`src/rtl/mem_port_arbiter_pkg.sv`:
```
// Shared types and constants for the two-master memory port arbiter.
// Channel FSM encoding, requester indices and a one-hot grant helper.
package mem_port_arbiter_pkg;

  localparam int unsigned NREQ   = 2;
  localparam int unsigned ADDR_W = 32;
  localparam int unsigned DATA_W = 32;
  localparam int unsigned LEN_W  = 5;

  localparam logic REQ_CPU = 1'b0;
  localparam logic REQ_DMA = 1'b1;

  typedef enum logic [1:0] {
    S_IDLE = 2'd0,
    S_REQ  = 2'd1,
    S_DATA = 2'd2
  } chan_state_e;

  function automatic logic [NREQ-1:0] idx_to_onehot(input logic idx);
    logic [NREQ-1:0] oh;
    oh      = '0;
    oh[idx] = 1'b1;
    return oh;
  endfunction

endpackage

```
`src/rtl/mem_port_arbiter_chan_arb.sv`:
```
// Per-channel arbiter: round-robin grant, burst lock FSM and beat-count check.
// Used once for the read channel and once for the write channel.
module mem_port_arbiter_chan_arb
  import mem_port_arbiter_pkg::*;
(
  input  logic                  clk,
  input  logic                  rst,
  input  logic [NREQ-1:0]       req_valid,
  input  logic [NREQ*LEN_W-1:0] req_len,
  input  logic                  req_ready,
  input  logic                  beat,
  input  logic                  beat_last,
  output chan_state_e           state,
  output logic [NREQ-1:0]       grant,
  output logic                  gidx,
  output logic                  len_err
);

  chan_state_e      state_q, state_d;
  logic             gidx_q, gidx_d;
  logic             last_winner_q, last_winner_d;
  logic [LEN_W-1:0] len_q, len_d;
  logic [LEN_W-1:0] cnt_q, cnt_d;
  logic             err_q, err_d;

  always_ff @(posedge clk) begin
    if (rst) begin
      state_q       <= S_IDLE;
      gidx_q        <= REQ_CPU;
      last_winner_q <= REQ_DMA;
      len_q         <= '0;
      cnt_q         <= '0;
      err_q         <= 1'b0;
    end else begin
      state_q       <= state_d;
      gidx_q        <= gidx_d;
      last_winner_q <= last_winner_d;
      len_q         <= len_d;
      cnt_q         <= cnt_d;
      err_q         <= err_d;
    end
  end

  always_comb begin
    state_d       = state_q;
    gidx_d        = gidx_q;
    last_winner_d = last_winner_q;
    len_d         = len_q;
    cnt_d         = cnt_q;
    err_d         = err_q;
    unique case (state_q)
      S_IDLE: begin
        if (|req_valid) begin
          state_d = S_REQ;
          // On contention the requester that did not finish the previous burst wins.
          if (&req_valid) gidx_d = ~last_winner_q;
          else            gidx_d = req_valid[REQ_DMA];
        end
      end
      S_REQ: begin
        if (!req_valid[gidx_q]) begin
          state_d = S_IDLE;
        end else if (req_ready) begin
          state_d = S_DATA;
          cnt_d   = '0;
          len_d   = gidx_q ? req_len[2*LEN_W-1:LEN_W] : req_len[LEN_W-1:0];
        end
      end
      S_DATA: begin
        if (beat) begin
          cnt_d = cnt_q + 5'd1;
          if (beat_last) begin
            if (cnt_q != len_q) err_d = 1'b1;
            last_winner_d = gidx_q;
            state_d       = S_IDLE;
          end
        end
      end
      default: state_d = S_IDLE;
    endcase
  end

  assign state   = state_q;
  assign gidx    = gidx_q;
  assign grant   = (state_q == S_IDLE) ? '0 : idx_to_onehot(gidx_q);
  assign len_err = err_q;

endmodule

```
`src/rtl/mem_port_arbiter.sv`:
```
// Shares one memory read/write port pair between the CPU data port and the DMA engine.
// Channels arbitrate independently; this level only steers fields to and from the owner.
module mem_port_arbiter
  import mem_port_arbiter_pkg::*;
(
  input  logic                   clk,
  input  logic                   rst,
  input  logic [NREQ*ADDR_W-1:0] m_rd_req_addr,
  input  logic [NREQ*LEN_W-1:0]  m_rd_req_len,
  input  logic [NREQ-1:0]        m_rd_req_valid,
  output logic [NREQ-1:0]        m_rd_req_ready,
  output logic [DATA_W-1:0]      m_rd_rdata,
  output logic [NREQ-1:0]        m_rd_valid,
  output logic [NREQ-1:0]        m_rd_last,
  input  logic [NREQ-1:0]        m_rd_ready,
  input  logic [NREQ*ADDR_W-1:0] m_wr_req_addr,
  input  logic [NREQ*LEN_W-1:0]  m_wr_req_len,
  input  logic [NREQ-1:0]        m_wr_req_valid,
  output logic [NREQ-1:0]        m_wr_req_ready,
  input  logic [NREQ*DATA_W-1:0] m_wr_data,
  input  logic [NREQ-1:0]        m_wr_valid,
  input  logic [NREQ-1:0]        m_wr_last,
  output logic [NREQ-1:0]        m_wr_ready,
  output logic [ADDR_W-1:0]      s_rd_req_addr,
  output logic [LEN_W-1:0]       s_rd_req_len,
  output logic                   s_rd_req_valid,
  input  logic                   s_rd_req_ready,
  input  logic [DATA_W-1:0]      s_rd_rdata,
  input  logic                   s_rd_valid,
  input  logic                   s_rd_last,
  output logic                   s_rd_ready,
  output logic [ADDR_W-1:0]      s_wr_req_addr,
  output logic [LEN_W-1:0]       s_wr_req_len,
  output logic                   s_wr_req_valid,
  input  logic                   s_wr_req_ready,
  output logic [DATA_W-1:0]      s_wr_data,
  output logic                   s_wr_valid,
  output logic                   s_wr_last,
  input  logic                   s_wr_ready,
  output logic [NREQ-1:0]        rd_grant,
  output logic [NREQ-1:0]        wr_grant,
  output logic                   len_err
);

  chan_state_e rd_state, wr_state;
  logic        rd_gidx, wr_gidx;
  logic        rd_beat, wr_beat;
  logic        rd_len_err, wr_len_err;

  mem_port_arbiter_chan_arb u_rd_arb (
    .clk       (clk),
    .rst       (rst),
    .req_valid (m_rd_req_valid),
    .req_len   (m_rd_req_len),
    .req_ready (s_rd_req_ready),
    .beat      (rd_beat),
    .beat_last (s_rd_last),
    .state     (rd_state),
    .grant     (rd_grant),
    .gidx      (rd_gidx),
    .len_err   (rd_len_err)
  );

  mem_port_arbiter_chan_arb u_wr_arb (
    .clk       (clk),
    .rst       (rst),
    .req_valid (m_wr_req_valid),
    .req_len   (m_wr_req_len),
    .req_ready (s_wr_req_ready),
    .beat      (wr_beat),
    .beat_last (s_wr_last),
    .state     (wr_state),
    .grant     (wr_grant),
    .gidx      (wr_gidx),
    .len_err   (wr_len_err)
  );

  // Read channel: request forwarded downstream, data beats routed back to the owner only.
  always_comb begin
    s_rd_req_addr  = '0;
    s_rd_req_len   = '0;
    s_rd_req_valid = 1'b0;
    m_rd_req_ready = '0;
    s_rd_ready     = 1'b0;
    m_rd_valid     = '0;
    m_rd_last      = '0;
    if (rd_state == S_REQ) begin
      s_rd_req_addr           = rd_gidx ? m_rd_req_addr[2*ADDR_W-1:ADDR_W]
                                        : m_rd_req_addr[ADDR_W-1:0];
      s_rd_req_len            = rd_gidx ? m_rd_req_len[2*LEN_W-1:LEN_W]
                                        : m_rd_req_len[LEN_W-1:0];
      s_rd_req_valid          = m_rd_req_valid[rd_gidx];
      m_rd_req_ready[rd_gidx] = s_rd_req_ready;
    end
    if (rd_state == S_DATA) begin
      s_rd_ready          = m_rd_ready[rd_gidx];
      m_rd_valid[rd_gidx] = s_rd_valid;
      m_rd_last[rd_gidx]  = s_rd_last;
    end
  end

  assign m_rd_rdata = s_rd_rdata;
  assign rd_beat    = s_rd_valid & s_rd_ready;

  // Write channel: request and data beats forwarded from the owner only.
  always_comb begin
    s_wr_req_addr  = '0;
    s_wr_req_len   = '0;
    s_wr_req_valid = 1'b0;
    m_wr_req_ready = '0;
    s_wr_data      = '0;
    s_wr_valid     = 1'b0;
    s_wr_last      = 1'b0;
    m_wr_ready     = '0;
    if (wr_state == S_REQ) begin
      s_wr_req_addr           = wr_gidx ? m_wr_req_addr[2*ADDR_W-1:ADDR_W]
                                        : m_wr_req_addr[ADDR_W-1:0];
      s_wr_req_len            = wr_gidx ? m_wr_req_len[2*LEN_W-1:LEN_W]
                                        : m_wr_req_len[LEN_W-1:0];
      s_wr_req_valid          = m_wr_req_valid[wr_gidx];
      m_wr_req_ready[wr_gidx] = s_wr_req_ready;
    end
    if (wr_state == S_DATA) begin
      s_wr_data           = wr_gidx ? m_wr_data[2*DATA_W-1:DATA_W] : m_wr_data[DATA_W-1:0];
      s_wr_valid          = m_wr_valid[wr_gidx];
      s_wr_last           = m_wr_last[wr_gidx];
      m_wr_ready[wr_gidx] = s_wr_ready;
    end
  end

  assign wr_beat = s_wr_valid & s_wr_ready;
  assign len_err = rd_len_err | wr_len_err;

endmodule
```
`config.mk`:
```
export PLATFORM = sky130hd
export DESIGN_NAME = mem_port_arbiter
export DESIGN_NICKNAME = d
export VERILOG_FILES = /design/src/rtl/mem_port_arbiter_pkg.sv /design/src/rtl/mem_port_arbiter_chan_arb.sv /design/src/rtl/mem_port_arbiter.sv
export SDC_FILE = /design/constraint.sdc
export NUM_CORES = 1
export LEC_CHECK = 0
export ABC_AREA = 0
export ABC_CLOCK_PERIOD_IN_PS = 4450
export BUFFER_PORTS_ARGS = -buffer_cell sky130_fd_sc_hd__buf_4
export CAP_MARGIN = 30
export CORE_AREA = 4 4 161 163
export DETAILED_ROUTE_END_ITERATION = 10
export DIE_AREA = 0 0 165 167
export GPL_ROUTABILITY_DRIVEN = 0
export RECOVER_POWER = 50
export SETUP_SLACK_MARGIN = 0.15
export SLEW_MARGIN = 15
export SYNTH_ARGS = -nofsm -noshare
export SYNTH_HDL_FRONTEND = slang
export SYNTH_SLANG_ARGS = --single-unit
```
`constraint.sdc`:
```
create_clock -name clk -period 4.45 [get_ports clk]
set_input_delay 0.2225 -clock clk [delete_from_list [all_inputs] [get_ports clk]]
set_output_delay 0.2225 -clock clk [all_outputs]
set_load 0.01 [all_outputs]
```
== Word level (Yosys, flattened, before mapping) ==
Cells that the tools add are included.

* Bits in registers: 30
* Bits in latches: 0
* Output and inout bits: 158
* Word-level logic and storage cells: 126
* ROM bits: 0
* Memory bits (writable): 0
* Memories kept: 0
* Input port bits: 261

* Add/subtract/negate cells: 2
* Reductions and logical operators: 22
* Order comparisons: 4
* Equality and inequality tests: 18
* Multiply operators: 0
* Bitwise logic cells: 10
* Shift-type cells: 0
* Muxes and demuxes: 58
* Div/mod/pow operators: 0

{| class="wikitable"
|+ Operator list
! operator !! count
|-
| two-way mux 32 bit || 6
|-
| two-way mux 5 bit || 10
|-
| two-way mux 2 bit || 17
|-
| AND reduction 4 bit || 6
|-
| one-hot mux 5 bit (2 select lines) || 2
|-
| two-way mux 1 bit || 19
|-
| one-hot mux 2 bit (3 select lines) || 2
|-
| AND reduction 3 bit || 4
|-
| adder 5 x 1 -> 5 bit (second input constant) || 2
|-
| bitwise AND 2 bit || 5
|-
| != test 2 x 1 -> 1 bit (second input constant) || 5
|-
| != test 2 bit (second input constant) || 5
|-
| != test 5 bit || 2
|-
| AND reduction 2 bit || 4
|-
| != test 3 bit (second input constant) || 2
|-
| == test 2 x 1 -> 1 bit (second input constant) || 2
|-
| == test 2 bit (second input constant) || 2
|-
| logical NOT 2 bit || 2
|-
| less-than comparator 1 x 2 -> 1 bit (second input constant) || 2
|-
| nonzero test 2 bit || 2
|-
| OR reduction 2 bit || 2
|-
| bitwise AND 1 bit || 2
|-
| demux 1 bit (select 1 bit) || 2
|-
| greater-or-equal comparator 1 bit (second input constant) || 2
|-
| 3 further kinds || 5
|}

== Logic depth before layout (Yosys ltp) ==
* Depth after elaboration: 6
* Depth in mapped cells: 6
* Depth with buffers taken out: 5

== Cells and area by module ==
From an unflattened synthesis, not the netlist that was laid out.

* Cell total of the unflattened synthesis: 475
* Area total of the unflattened synthesis: 3,832.4 µm²

{| class="wikitable"
|+ Modules (own cells, without submodules)
! module !! instances !! sequential area each (µm²) !! cells each !! area each (µm²)
|-
| mem_port_arbiter || 1 || 0.0 || 301 || 2,145.8
|-
| mem_port_arbiter_chan_arb || 2 || 300.3 || 87 || 843.3
|}

== Worst setup path before layout ==
No wires, ideal clock.

* Kind: register to register
* Start: register u_wr_arb.gidx_q, in the netlist u_wr_arb.gidx
* End: register u_wr_arb.cnt_q[4]
* Required time: 4.329 ns
* Buffers on the path: 2
* Stages on the path, launching flop included: 7
* Path slack: 2.856 ns
* Data arrival time: 1.473 ns
* Library setup time: 0.121 ns
* Period minus slack after synthesis: 1.594 ns
* Cells stage by stage: dfxtp_1 > buf_6 > mux2_4 > and3_4 > buf_6 > and4_4 > mux2_4

* Word-level cells in the longest chain between the ends: 6
* Elaborated cells on any way between the ends: 9
* Classes of those cells: eq/ne: 2; mux: 5; bitwise: 1; reduce/logical: 1

{| class="wikitable"
|+ RTL lines
! item !! RTL line !! text
|-
| start, declared || mem_port_arbiter_chan_arb.sv:20 || <nowiki>logic gidx_q, gidx_d;</nowiki>
|-
| start signal, assigned || mem_port_arbiter_chan_arb.sv:36 || <nowiki>gidx_q <= gidx_d;</nowiki>
|-
| two-way mux 1 bit (not written as such) (2 in a row) || mem_port_arbiter.sv:125 || <nowiki>s_wr_valid = m_wr_valid[wr_gidx];</nowiki>
|-
| two-way mux 1 bit || mem_port_arbiter.sv:123 || <nowiki>if (wr_state == S_DATA) begin</nowiki>
|-
| bitwise AND 1 bit || mem_port_arbiter.sv:131 || <nowiki>assign wr_beat = s_wr_valid & s_wr_ready;</nowiki>
|-
| != test 2 x 1 -> 1 bit (no source line) || n/a ||
|-
| AND reduction 4 bit (no source line) * || n/a ||
|-
| end signal, assigned || mem_port_arbiter_chan_arb.sv:39 || <nowiki>cnt_q <= cnt_d;</nowiki>
|-
| end, declared || mem_port_arbiter_chan_arb.sv:23 || <nowiki>logic [LEN_W-1:0] cnt_q, cnt_d;</nowiki>
|}

Mark *: on every way between the ends. The rest lies on a longest branch, timed or not. The select of a mux whose other input is x is not followed.
A chain may end at the register's enable or synchronous reset.

== Final worst setup path ==
* Start: register u_wr_arb.gidx_q, in the netlist u_wr_arb.gidx
* End: output s_wr_data[29]

* Word-level cells in the longest chain between the ends: 2

{| class="wikitable"
|+ RTL lines
! item !! RTL line !! text
|-
| two-way mux 32 bit || mem_port_arbiter.sv:124 || <nowiki>s_wr_data = wr_gidx ? m_wr_data[2*DATA_W-1:DATA_W] : m_wr_data[DATA_W-1:0];</nowiki>
|-
| two-way mux 32 bit || mem_port_arbiter.sv:123 ||
|-
| end, declared || mem_port_arbiter.sv:36 || <nowiki>output logic [DATA_W-1:0] s_wr_data,</nowiki>
|}

No other way between the ends.

==> results.md <==
* Ant. Diodes at 0
* Tightest Pin Transition at 2080 ps
* Critical-path cell list: clkbuf_2 > mux2i_1 > nor2_1 > buf_4
* Failing checks: max-capacitance violations, max-slew violations
* Via count at 4271
* Post-DP HPWL at 15.3 mm
* Number of clock sinks at 30
* Slack of the worst reg-to-reg path at 1720 ps
* Final hold viol count at 0
* Post-synthesis cell area at 0.00337 mm^2
* Worst setup path end: s_wr_data[29]
* Cells after synthesis at 459
* Slew Limit Fails at 107
* Crit Path Class: register to output pin
* Most used DFF post-synth: dfxtp_1
* DRT Pass-1 Iters at 4
* Core region area at 0.0243 mm^2
* Leakage at 2.76 nW
* Fin crit share at 72.1%
* Setup WS post-layout at 1240 ps
* Worst Hold Path Cells at 3
* Die area at 0.0276 mm^2
* ANT nets after route at 0
* RSZ-0062 raised after global routing: false
* Postcts setup bufs at 0
* Mux cell area share after synthesis at 34.6%
* PortBufs at 354
* Post-synthesis compound-gate area fraction at 7.50%
* Largest family of logic cells by synthesized area: multiplexers
* Multi-input gate area at 0.00235 mm^2
* Drt drc at 0
* Die width at 165 um
* Post-synthesis sequential area ratio at 17.8%
* Num CTS Buffers at 5
* Pwr Density at 195 mW/mm^2
* Boundary Pins at 419
* Depth of the CTS H-tree at 2
* Clock Skew at 5.17 ps
* Peak supply drop at 0.106 mV
* Ys Warns at 0
* Crit. path cell count at 4
* Final-report setup violation count at 0
* Starting Density at 13.9%
* Crit-path leading delay family: buffers and inverters
* Mapped Nets at 722
* Worst-path clk slew at 60 ps
* EDFF count, synth at 0
* CTS tree: yes
* Post-CTS sizing at 0
* Sequential Area at 604 um^2
* WP buf/inv at 2
* Min-delay worst type: primary input to register
* Final TNS setup at 0 ps
* Post-synthesis adder-cell area fraction at 0.742%
* Critical Path Fanout Max at 67
* Fill count at 2726
* Post-synth cell types at 41
* Reg2Reg Depth at 3
* Routed vias/inst at 3.93
* Xor/xnor share of the synthesized area at 2.86%
* Syn Area/Cell at 7.34 um^2
* Grt total ovfl at 0
* Critical path data required time at 4230 ps
* Antenna violations before repair at 0
* Area grow syn2layout at 80.3%
* Wire length per cell at 16.0 um
* Clock period minus worst slack at 3210 ps
* Later-pin clock latency in the skew report at 280 ps
* Post-synth ARST share at 0%
* Status: finished with violations
* CP max-delay cell: clkbuf_2
* Crit path launch type: register
* First-pass GRT wire length at 24.2 mm
* Max-slew headroom at -38.9%
* Hold buffer count at cts at 0
* Max clock buf depth at 2
* Post-Synth Simple-Gate Area at 24.2%
* Pin count of the biggest net entering global routing at 68
* RR Endpoint: u_wr_arb.len_q[4]
* Die Y at 167 um
* Total Routing Usage GR at 11.4%
* Iteration-0 DRC Markers at 107
* Beginning of the critical path: u_wr_arb.gidx
* Total Wirelength at 17.4 mm
* Worst reg2reg startpoint: u_wr_arb.gidx
* Placed insts at 1078
* Max Clock Freq at 0.312 GHz
* Max incr delay on CP at 1490 ps
* MaxCap Viol Count at 2
* Placement Setup Slack at 2430 ps
* Core Rows at 57
* Vias in the first global route at 4186
* Layout cells sized above 1 at 44.0%
* Final std cells w/o fill at 1086
* Final net count at 1024
* Root Buffer: clkbuf_16
* Critical path endpoint category: output pin
* Register bit count reported by yosys at 30
* WP data arrival at 2990 ps
worst min-delay path by stage:
stage / slack (ps) / end / start
2_1_floorplan: 390 / u_rd_arb.gidx / m_rd_req_valid[1]
3_3_place_gp: 450 / m_rd_rdata[0] / s_rd_rdata[0]
3_5_place_dp: 450 / m_rd_rdata[0] / s_rd_rdata[0]
4_1_cts: 200 / u_wr_arb.gidx / m_wr_req_valid[1]
5_1_grt: 240 / u_wr_arb.last_winner_q / m_wr_last[1]
6_report: 210 / u_wr_arb.gidx / m_wr_req_valid[1]
kinds of logic (layout without fill, tap and decap cells):
group / after synthesis / after routing
XOR/XNOR: 11 / 11
adder cells (fa/ha/maj): 2 / 2
AO/OA/AOI/OAI: 38 / 38
buffers and inverters: 70 / 373
flip-flops: 30 / 30
multiplexers: 115 / 115
AND/OR/NAND/NOR: 193 / 193
power breakdown:
part | total (mW) | internal [mW] | switching [mW]
clock network | 0.352 | 0.221 | 0.131
logic | 0.540 | 0.295 | 0.245
registers | 0.293 | 0.279 | 0.0138
registers in the layout (all words and copies together), names as in the netlist:
signal and count:
u_rd_arb.cnt_q 5, u_rd_arb.gidx 1, u_rd_arb.last_winner_q 1, u_rd_arb.len_err 1
u_rd_arb.len_q 5, u_rd_arb.state 2, u_wr_arb.cnt_q 5, u_wr_arb.gidx 1
u_wr_arb.last_winner_q 1, u_wr_arb.len_err 1, u_wr_arb.len_q 5, u_wr_arb.state 2
cell usage after synthesis, types with 2 or more instances:
library cell  instances  area share [%]
mux2_4                2            0.89
buf_1                 3            0.33
o22a_1                2            0.52
and2_1                2            0.37
nand3b_1              3            0.67
dfxtp_1              30              18
buf_4                32             7.1
ha_1                  2            0.74
nand4_1               2            0.37
nand2b_1              3            0.56
inv_1                 5            0.56
mux2i_1             109              32
o21a_1                3            0.67
a21oi_1               8             1.2
nand3_1               5            0.74
nor2_1              149              17
o21ai_0               7             1.0
nor3b_1               2            0.45
xor2_1                8             2.1
a211oi_1             10             2.2
xnor2_1               3            0.78
nand2_1              11             1.2
nor3_1                7             1.0
mux2_2                4             1.3
o211ai_1              2            0.45
buf_6                 2            0.67
buf_2                13             1.9
a32oi_1               2            0.52
a31oi_1               2            0.37
clkbuf_1             15             1.7
layout make-up:
type	count	share of cell area [%]
Clock inverter	2	0.206
Multi-Input combinational cell	359	38.7
Clock buffer	6	2.28
Sequential cell	30	9.94
Inverter	5	0.309
Tap cell	324	6.67
Timing Repair Buffer	360	41.9
worst min-delay path, delay by kind of cell:
family	cells	cell delay (ps)
and+or+nand+nor	1	70
buffers and inverters	1	90
AOI/OAI and AO/OA	1	80
cell usage in the layout, fill, tap and decap left out, drive strengths merged, types with 3 or more instances in the layout:
master	synthesis	layout
nor3	7	7
o21a	3	3
xnor2	3	3
inv	5	5
mux2i	109	109
nand3	5	5
dfxtp	30	30
a21oi	8	8
a211oi	10	10
nand2b	3	3
buf	50	318
nand2	11	11
xor2	8	8
nor2	149	149
o21ai	7	7
clkbuf	15	48
nand3b	3	3
mux2	6	6
metal layers:
metal | vias up | part of all wire, % | global-route usage (%)
met5 | - | 0 | 0
met4 | 0 | 1.9 | 3.47
met3 | 17 | 11 | 3.71
met2 | 252 | 53 | 22.0
met1 | 1874 | 34 | 11.3
li1 | 2128 | - | -
metrics by stage:
| step | hold slack, ps | area (um^2) | util (%) | total power, mW |
|---|---|---|---|---|
| floorplan | 388 | 3370 | - | 0.568 |
| global placement | 445 | 6100 | 25.1 | 0.856 |
| detailed placement | 445 | 6100 | 25.1 | 0.859 |
| CTS | 205 | 6250 | 25.7 | 1.22 |
| global route | 237 | 6080 | 25.0 | 1.26 |
| finish | 215 | 6080 | 25.0 | 1.19 |
No activity file was read; power rests on OpenSTA's default activity.
